<file path="src/rtl/caravel_wb_pkg.sv">
// Shared definitions for the Caravel Wishbone responder: FSM encoding and bus widths.
package caravel_wb_pkg;

    localparam int unsigned DataWidth = 32;
    localparam int unsigned SelWidth  = 4;

    typedef enum logic [1:0] {
        StIdle    = 2'd0,
        StAccess  = 2'd1,
        StRespond = 2'd2
    } state_e;

endpackage

</file>
<file path="src/rtl/wb_timeout_counter.sv">
// Counts consecutive cycles with count_en_i high; hit_o flags the Limit-th such cycle.
// Only instantiated when WB_RESPONDER_TIMEOUT_EN is defined.
module wb_timeout_counter #(
    parameter int unsigned Limit = 255
) (
    input  logic clk_i,
    input  logic rst_i,
    input  logic count_en_i,
    output logic hit_o
);

    localparam logic [15:0] LastCount = 16'(Limit - 1);

    logic [15:0] count_q, count_d;

    // Count while enabled, otherwise hold at zero so every entry starts fresh
    always_comb begin
        count_d = '0;
        if (count_en_i) begin
            count_d = count_q + 16'd1;
        end
    end

    // Counter register
    always_ff @(posedge clk_i or posedge rst_i) begin
        if (rst_i) begin
            count_q <= '0;
        end else begin
            count_q <= count_d;
        end
    end

    // count_q holds completed cycles, so this is high during the Limit-th enabled cycle
    assign hit_o = count_en_i && (count_q == LastCount);

endmodule

</file>
<file path="src/rtl/caravel_wb_responder.sv">
// Wishbone slave bridging one outstanding request to a local peripheral handshake.
// Optional access timeout enabled with macro WB_RESPONDER_TIMEOUT_EN.
module caravel_wb_responder
    import caravel_wb_pkg::*;
#(
    parameter int unsigned TIMEOUT_CYCLES = 255,
    parameter int unsigned ADDR_WIDTH     = 28
) (
    input  logic                  wb_clk_i,
    input  logic                  wb_rst_i,
    input  logic                  wb_cyc_i,
    input  logic                  wb_stb_i,
    input  logic                  wb_we_i,
    input  logic [SelWidth-1:0]   wb_sel_i,
    input  logic [DataWidth-1:0]  wb_data_i,
    input  logic [ADDR_WIDTH-1:0] wb_adr_i,
    output logic                  wb_ack_o,
    output logic                  wb_stall_o,
    output logic                  wb_error_o,
    output logic [DataWidth-1:0]  wb_data_o,
    output logic                  per_req_o,
    output logic                  per_we_o,
    output logic [SelWidth-1:0]   per_sel_o,
    output logic [ADDR_WIDTH-1:0] per_adr_o,
    output logic [DataWidth-1:0]  per_wdata_o,
    input  logic [DataWidth-1:0]  per_rdata_i,
    input  logic                  per_ready_i
);

    state_e                state_q, state_d;
    logic                  we_q, we_d;
    logic [SelWidth-1:0]   sel_q, sel_d;
    logic [ADDR_WIDTH-1:0] adr_q, adr_d;
    logic [DataWidth-1:0]  wdata_q, wdata_d;
    logic [DataWidth-1:0]  rdata_q, rdata_d;
    logic                  err_q, err_d;
    logic                  in_access;
    logic                  timeout_hit;

    assign in_access = (state_q == StAccess);

`ifdef WB_RESPONDER_TIMEOUT_EN
    wb_timeout_counter #(
        .Limit (TIMEOUT_CYCLES)
    ) u_timeout (
        .clk_i      (wb_clk_i),
        .rst_i      (wb_rst_i),
        .count_en_i (in_access),
        .hit_o      (timeout_hit)
    );
`else
    assign timeout_hit = 1'b0;
`endif

    // Next-state and latch control for the accept / access / respond sequence
    always_comb begin
        state_d = state_q;
        we_d    = we_q;
        sel_d   = sel_q;
        adr_d   = adr_q;
        wdata_d = wdata_q;
        rdata_d = rdata_q;
        err_d   = err_q;
        unique case (state_q)
            StIdle: begin
                if (wb_cyc_i && wb_stb_i) begin
                    we_d    = wb_we_i;
                    sel_d   = wb_sel_i;
                    adr_d   = wb_adr_i;
                    wdata_d = wb_data_i;
                    rdata_d = '0;
                    // No byte lanes selected: nothing to access, answer with an error
                    if (wb_sel_i == '0) begin
                        err_d   = 1'b1;
                        state_d = StRespond;
                    end else begin
                        err_d   = 1'b0;
                        state_d = StAccess;
                    end
                end
            end
            StAccess: begin
                // Master abandoning the cycle beats a simultaneous peripheral completion
                if (!wb_cyc_i) begin
                    state_d = StIdle;
                end else if (per_ready_i) begin
                    if (!we_q) begin
                        rdata_d = per_rdata_i;
                    end
                    err_d   = 1'b0;
                    state_d = StRespond;
                end else if (timeout_hit) begin
                    err_d   = 1'b1;
                    state_d = StRespond;
                end
            end
            StRespond: begin
                state_d = StIdle;
            end
            default: begin
                state_d = StIdle;
            end
        endcase
    end

    // State and latched request fields, cleared asynchronously by reset
    always_ff @(posedge wb_clk_i or posedge wb_rst_i) begin
        if (wb_rst_i) begin
            state_q <= StIdle;
            we_q    <= 1'b0;
            sel_q   <= '0;
            adr_q   <= '0;
            wdata_q <= '0;
            rdata_q <= '0;
            err_q   <= 1'b0;
        end else begin
            state_q <= state_d;
            we_q    <= we_d;
            sel_q   <= sel_d;
            adr_q   <= adr_d;
            wdata_q <= wdata_d;
            rdata_q <= rdata_d;
            err_q   <= err_d;
        end
    end

    // Outputs decode from registered state only, so reset clears them without a clock
    always_comb begin
        wb_ack_o    = (state_q == StRespond) && !err_q;
        wb_error_o  = (state_q == StRespond) && err_q;
        wb_stall_o  = (state_q != StIdle);
        wb_data_o   = wb_ack_o ? rdata_q : '0;
        per_req_o   = in_access;
        per_we_o    = we_q;
        per_sel_o   = sel_q;
        per_adr_o   = adr_q;
        per_wdata_o = wdata_q;
    end

endmodule

</file>
<file path="config.mk">
export PLATFORM = sky130hd
export DESIGN_NAME = caravel_wb_responder
export DESIGN_NICKNAME = d
export VERILOG_FILES = /design/src/rtl/caravel_wb_pkg.sv /design/src/rtl/wb_timeout_counter.sv /design/src/rtl/caravel_wb_responder.sv
export SDC_FILE = /design/constraint.sdc
export NUM_CORES = 1
export LEC_CHECK = 0
export BUFFER_PORTS_ARGS = -buffer_cell sky130_fd_sc_hd__buf_2
export CAP_MARGIN = 20
export CORE_MARGIN = 5
export CORE_UTILIZATION = 45
export DETAILED_ROUTE_END_ITERATION = 12
export GPL_TIMING_DRIVEN = 1
export PLACE_DENSITY_LB_ADDON = 0.25
export SLEW_MARGIN = 30
export SYNTH_ARGS = -nofsm -noshare
export SYNTH_HDL_FRONTEND = slang
export SYNTH_SLANG_ARGS = --single-unit
</file>
<file path="constraint.sdc">
create_clock -name wb_clk_i -period 4.4 [get_ports wb_clk_i]
set_clock_uncertainty 0.05 [all_clocks]
set_input_delay 0.66 -clock wb_clk_i [delete_from_list [all_inputs] [get_ports wb_clk_i]]
set_output_delay 0.66 -clock wb_clk_i [all_outputs]
set_load 0.05 [all_outputs]
</file>
# Word level (Yosys, flattened, before mapping)
# Cells that the tools add are included.
[word_totals]
reg_bits = 100
input_bits = 102
[op_classes]
n_reduce_logical = 12
mux = 16
eq_ne = 7
[op_table]
columns = ["operator", "count"]
rows = [
  ["two-way mux 32 bit", 5],
  ["one-hot mux 32 bit (2 select lines)", 1],
  ["two-way mux 2 bit", 4],
  ["!= test 2 bit (second input constant)", 3],
  ["AND reduction 5 bit", 1],
  ["logical NOT 4 bit", 1],
  ["two-way mux 1 bit", 4],
  ["one-hot mux 2 bit (2 select lines)", 1],
  ["AND reduction 2 bit", 2],
  ["AND reduction 4 bit", 1],
  ["nonzero test 2 bit", 2],
  ["logical AND 1 bit", 3],
  ["!= test 3 x 2 -> 1 bit (second input constant)", 1],
  ["== test 2 x 1 -> 1 bit (second input constant)", 1],
  ["== test 2 bit (second input constant)", 1],
  ["logical NOT 2 bit", 1],
  ["!= test 2 x 1 -> 1 bit (second input constant)", 1],
  ["one-hot mux 1 bit (2 select lines)", 1],
  ["logical NOT 1 bit", 1],
]

# Longest topological paths before layout
[depth]
depth_word = 4
depth_mapped = 5

# Worst setup path before layout
# No wires, ideal clock.
[synth_path]
path_type = "reg2out"
startpoint = "reg state_q[0]"
endpoint = "out wb_data_o[22]"
slack_ns = 1.740
arrival_ns = 1.950
path_stages_with_launch = 4
required_time_ns = 3.690
path_buffers = 1
path_cell_list = "dfrtp_1 -> nor3b_1 -> clkbuf_1 -> and2_1"
[synth_between]
elab_chain_cells = 3
[synth_rtl]
columns = ["item", "line_no", "source"]
rows = [
  ["start: declaration", "caravel_wb_responder.sv:30", "state_e state_q, state_d;"],
  ["start signal: assignment", "caravel_wb_responder.sv:109", "state_q <= StIdle;"],
  ["start signal: assignment", "caravel_wb_responder.sv:117", "state_q <= state_d;"],
  ["== test 2 bit", "caravel_wb_responder.sv:129", "wb_ack_o = (state_q == StRespond) && !err_q;"],
  ["logical AND 1 bit", "caravel_wb_responder.sv:129", ""],
  ["via wb_ack_o", "caravel_wb_responder.sv:17", "output logic wb_ack_o,"],
  ["two-way mux 32 bit", "caravel_wb_responder.sv:132", "wb_data_o = wb_ack_o ? rdata_q : '0;"],
  ["end: declaration", "caravel_wb_responder.sv:20", "output logic [DataWidth-1:0] wb_data_o,"],
]
# The timed path passes the listed nets, and every way through them passes these cells.

# Final worst setup path
[layout_path]
startpoint = "reg state_q[0]"
endpoint = "out wb_data_o[10]"
[layout_between]
elab_chain_cells = 3
[layout_rtl]
columns = ["item", "line_no"]
rows = [
  ["== test 2 bit", "caravel_wb_responder.sv:129"],
  ["logical AND 1 bit", "caravel_wb_responder.sv:129"],
  ["two-way mux 32 bit", "caravel_wb_responder.sv:132"],
]
# No other way between the ends.

==> run summary <==
The clock drives 100 sinks. The clock transition at the registers of the reported paths was 0.10 ns. Most common flop cell mapped by yosys: dfrtp_1.

For this block, the routed nets add up to 9900 um of wire. The buffer depth of the longest clock path was 2; the vias per cell was 4.97. For the count of boundary I/O pins, the log shows 203. Synthesis inferred 100 register bits. The die is 107 um tall. The flow ran to the end, and the final reports show no timing, DRC or antenna violations.

The number of setup buffers added after CTS is 0. During placement, the flow inserted port buffers numbering 202. In this run the horizontal extent of the chip is 107 um.

The number of slew-limit violations in the final report is 0. The pre-antenna-repair detailed-routing pass consisted of 4 iterations. The number of antenna diodes in the final layout is 0. The worst-path maximum fanout was 33; the Yosys warning count was 0. Total power per unit cell area: 480 nW/um^2.

The maximum ir drop on the vdd rail was 0.234 mV. The count of different cell masters after synthesis is 24. The kind of capture point of the worst setup path was a primary output. In this run the critical register-to-register path is launched from state_q[1]$_DFFE_PP0P_. The count of nets left with antenna violations once routing finished came out at 0.

After detailed routing, the number of remaining DRC violations is 0. After technology mapping, the gate count stands at 270. The final sum of negative setup slack is 0 ns.

TritonCTS built the clock tree. In this run, CTS created clock tree buffers numbering 9. Based on the critical path, the design can be clocked at up to 404 MHz. End of the worst register-to-register path: per_adr_o[24]$_DFFE_PP0P_. The logs give 0 for the final-report hold violation count and 3 for the H-tree depth.

Data arrives at the worst endpoint at 1.77 ns. The critical setup path kind is reg -> out. The worst setup path is launched from a register. Setup slack on the critical path of the routed design comes to 1.92 ns. The tools report the routability congestion estimate from global placement as 0.714. Entering global routing, the biggest net connects 77 pins.

The first global-routing pass estimated 15500 um of wire. For this design the static power due to leakage is 2.96 nW. The total via count in the routed design was 2923; the net count reported at finish was 574. The quantity of hold-fixing buffers added after cts came out at 0. Subtracting the final worst setup slack from the clock period gives 2.48 ns. The tools report the buffer cell driving the clock tree root as clkbuf_8. Measured in cells, the most critical reg-to-reg path has a length of 4. Global routing used 17.0% of the available tracks across all layers.

Setup repair after global routing left no endpoint under its margin. The tools report the sequential area share after synthesis as 59.5%. The floorplan step defined a die boundary enclosing 11400 um^2. For the pin with the worst max-slew slack, the measured transition is 0.793 ns.

The clock latency reported for the late side of the worst-skew pair is 0.34 ns, and the required time of the critical path is 3.69 ns. Proportion of synthesized flip-flops having asynchronous set or reset: 100%. The iteration-0 DRC count of the detailed router is 145, and the max-cap check violation count is 0.

Global routing finished with a remaining overflow of 0. The share of final-layout standard cells stronger than drive strength 1 is 61.6%, and the number of enable flip-flop cells after synthesis is 0. The library cell used most frequently in the layout, excluding fill and tap cells, is buf_2. The period utilization came out at 56.3%. The number of global-route vias before repair came out at 3041. The tools report the overall power after layout as 0.00264 W. The logs give 4210 um^2 for the netlist area before placement and 35 for the placement row count. The tools report the starting density of the core as 45.8%.

The run gives 7220 um as the sum of net half-perimeters after detailed placement. Post-cts repair resize count: 0. The type of the worst min-delay path was in -> async. Relative to the synthesized area, the layout overhead comes to 30.6%.

Pre-CTS setup slack: 1.80 ns. In this run the register-to-register setup slack is 2.12 ns. Setup violations remaining at the end of the flow were counted as 0. When the netlist entered floorplanning its net count stood at 372. The run gives 9200 um^2 as the floorplan core area. In this run the tightest slew margin relative to its limit is 46.9%. In the final routed layout, each cell accounts on average for 16.8 um. The mean post-synth cell area is 15.6 um^2. The library cells used most frequently in the layout, excluding fill and tap cells, are 202 x buf_2, 100 x dfrtp_1, 60 x mux2_4. The initial antenna violation count was 0.
power breakdown:
| group | switching (W) | total, W | internal, W |
|---|---|---|---|
| logic | 0.000638 | 0.000954 | 0.000316 |
| registers | 0.0000858 | 0.00115 | 0.00107 |
| clock network | 0.000322 | 0.000534 | 0.000212 |
| total | 0.00105 | 0.00264 | 0.00160 |
per-layer routing:
| metal | routed length [um] | share of wire, % | GRT usage (%) | vias to the layer above |
|---|---|---|---|---|
| li1 | - | - | - | 1352 |
| met1 | 4160 | 42 | 21.9 | 1452 |
| met2 | 4950 | 50 | 28.1 | 102 |
| met3 | 569 | 5.7 | 3.79 | 17 |
| met4 | 222 | 2.2 | 6.67 | 0 |
| met5 | 0 | 0 | 0 | - |
cell type report:
type	count	area (um^2)
Clock buffer	10	128
Tap cell	111	139
Clock inverter	6	48.8
Multi-Input combinational cell	153	1610
Timing Repair Buffer	207	1060
Inverter	1	8.76
Sequential cell	100	2500
Fill cell	760	3700
how the worst max path moves through the flow:
stage	cells past startpoint	slack, ns	end	start
6_report	4	1.92	wb_data_o[10]	state_q[0]$_DFFE_PP0P_
5_1_grt	4	1.81	wb_data_o[10]	state_q[0]$_DFFE_PP0P_
4_1_cts	4	1.89	wb_data_o[10]	state_q[0]$_DFFE_PP0P_
3_5_place_dp	5	1.80	per_wdata_o[8]$_DFFE_PP0P_	wb_cyc_i
3_3_place_gp	4	1.83	per_adr_o[26]$_DFFE_PP0P_	wb_cyc_i
2_1_floorplan	1	1.07	err_q$_DFFE_PP0P_	wb_rst_i
worst max-delay path: stages, from the launching register on:
cell and delay (ns):
dfrtp_1 0.48, nor3b_2 0.20, buf_4 0.28, and2_1 0.19, buf_2 0.26
cells in the mapped netlist (2+ instances only):
master	count	area [um^2]
dfrtp_1	100	2500
mux2_4	60	901
and2_1	33	206
a22o_1	32	280
buf_6	7	78.8
buf_2	6	30.0
mux2_2	5	56.3
nand2_1	4	15.0
clkbuf_1	3	11.3
nor2b_1	3	18.8
a21oi_1	2	10.0
and3b_1	2	17.5
nor2_1	2	7.51
registers in the layout (all words and copies together) (netlist names):
name / flops
state_q: 2
per_wdata_o: 32
per_adr_o: 28
per_we_o: 1
err_q: 1
per_sel_o: 4
rdata_q: 32
through the flow:
step	area (um^2)	util, %	hold WS, ns	cells
after floorplan	4210	-	0.408	270
after CTS	5500	59.8	0.454	588
final	5500	59.8	0.368	588
after detailed placement	5320	57.9	0.424	572
after global placement	5280	57.4	0.425	570
after global routing	5500	59.8	0.397	588
cells by family (layout without fill, tap and decap cells):
kind of cell           after synthesis  after routing  synth area share, %
buffers and inverters               17            224                 2.94
muxes                               65             65                 22.7
and+or+nand+nor                     52             52                 7.67
DFF                                100            100                 59.5
AOI/OAI and AO/OA                   36             36                 7.19
Power figures use the tool's default switching activity.
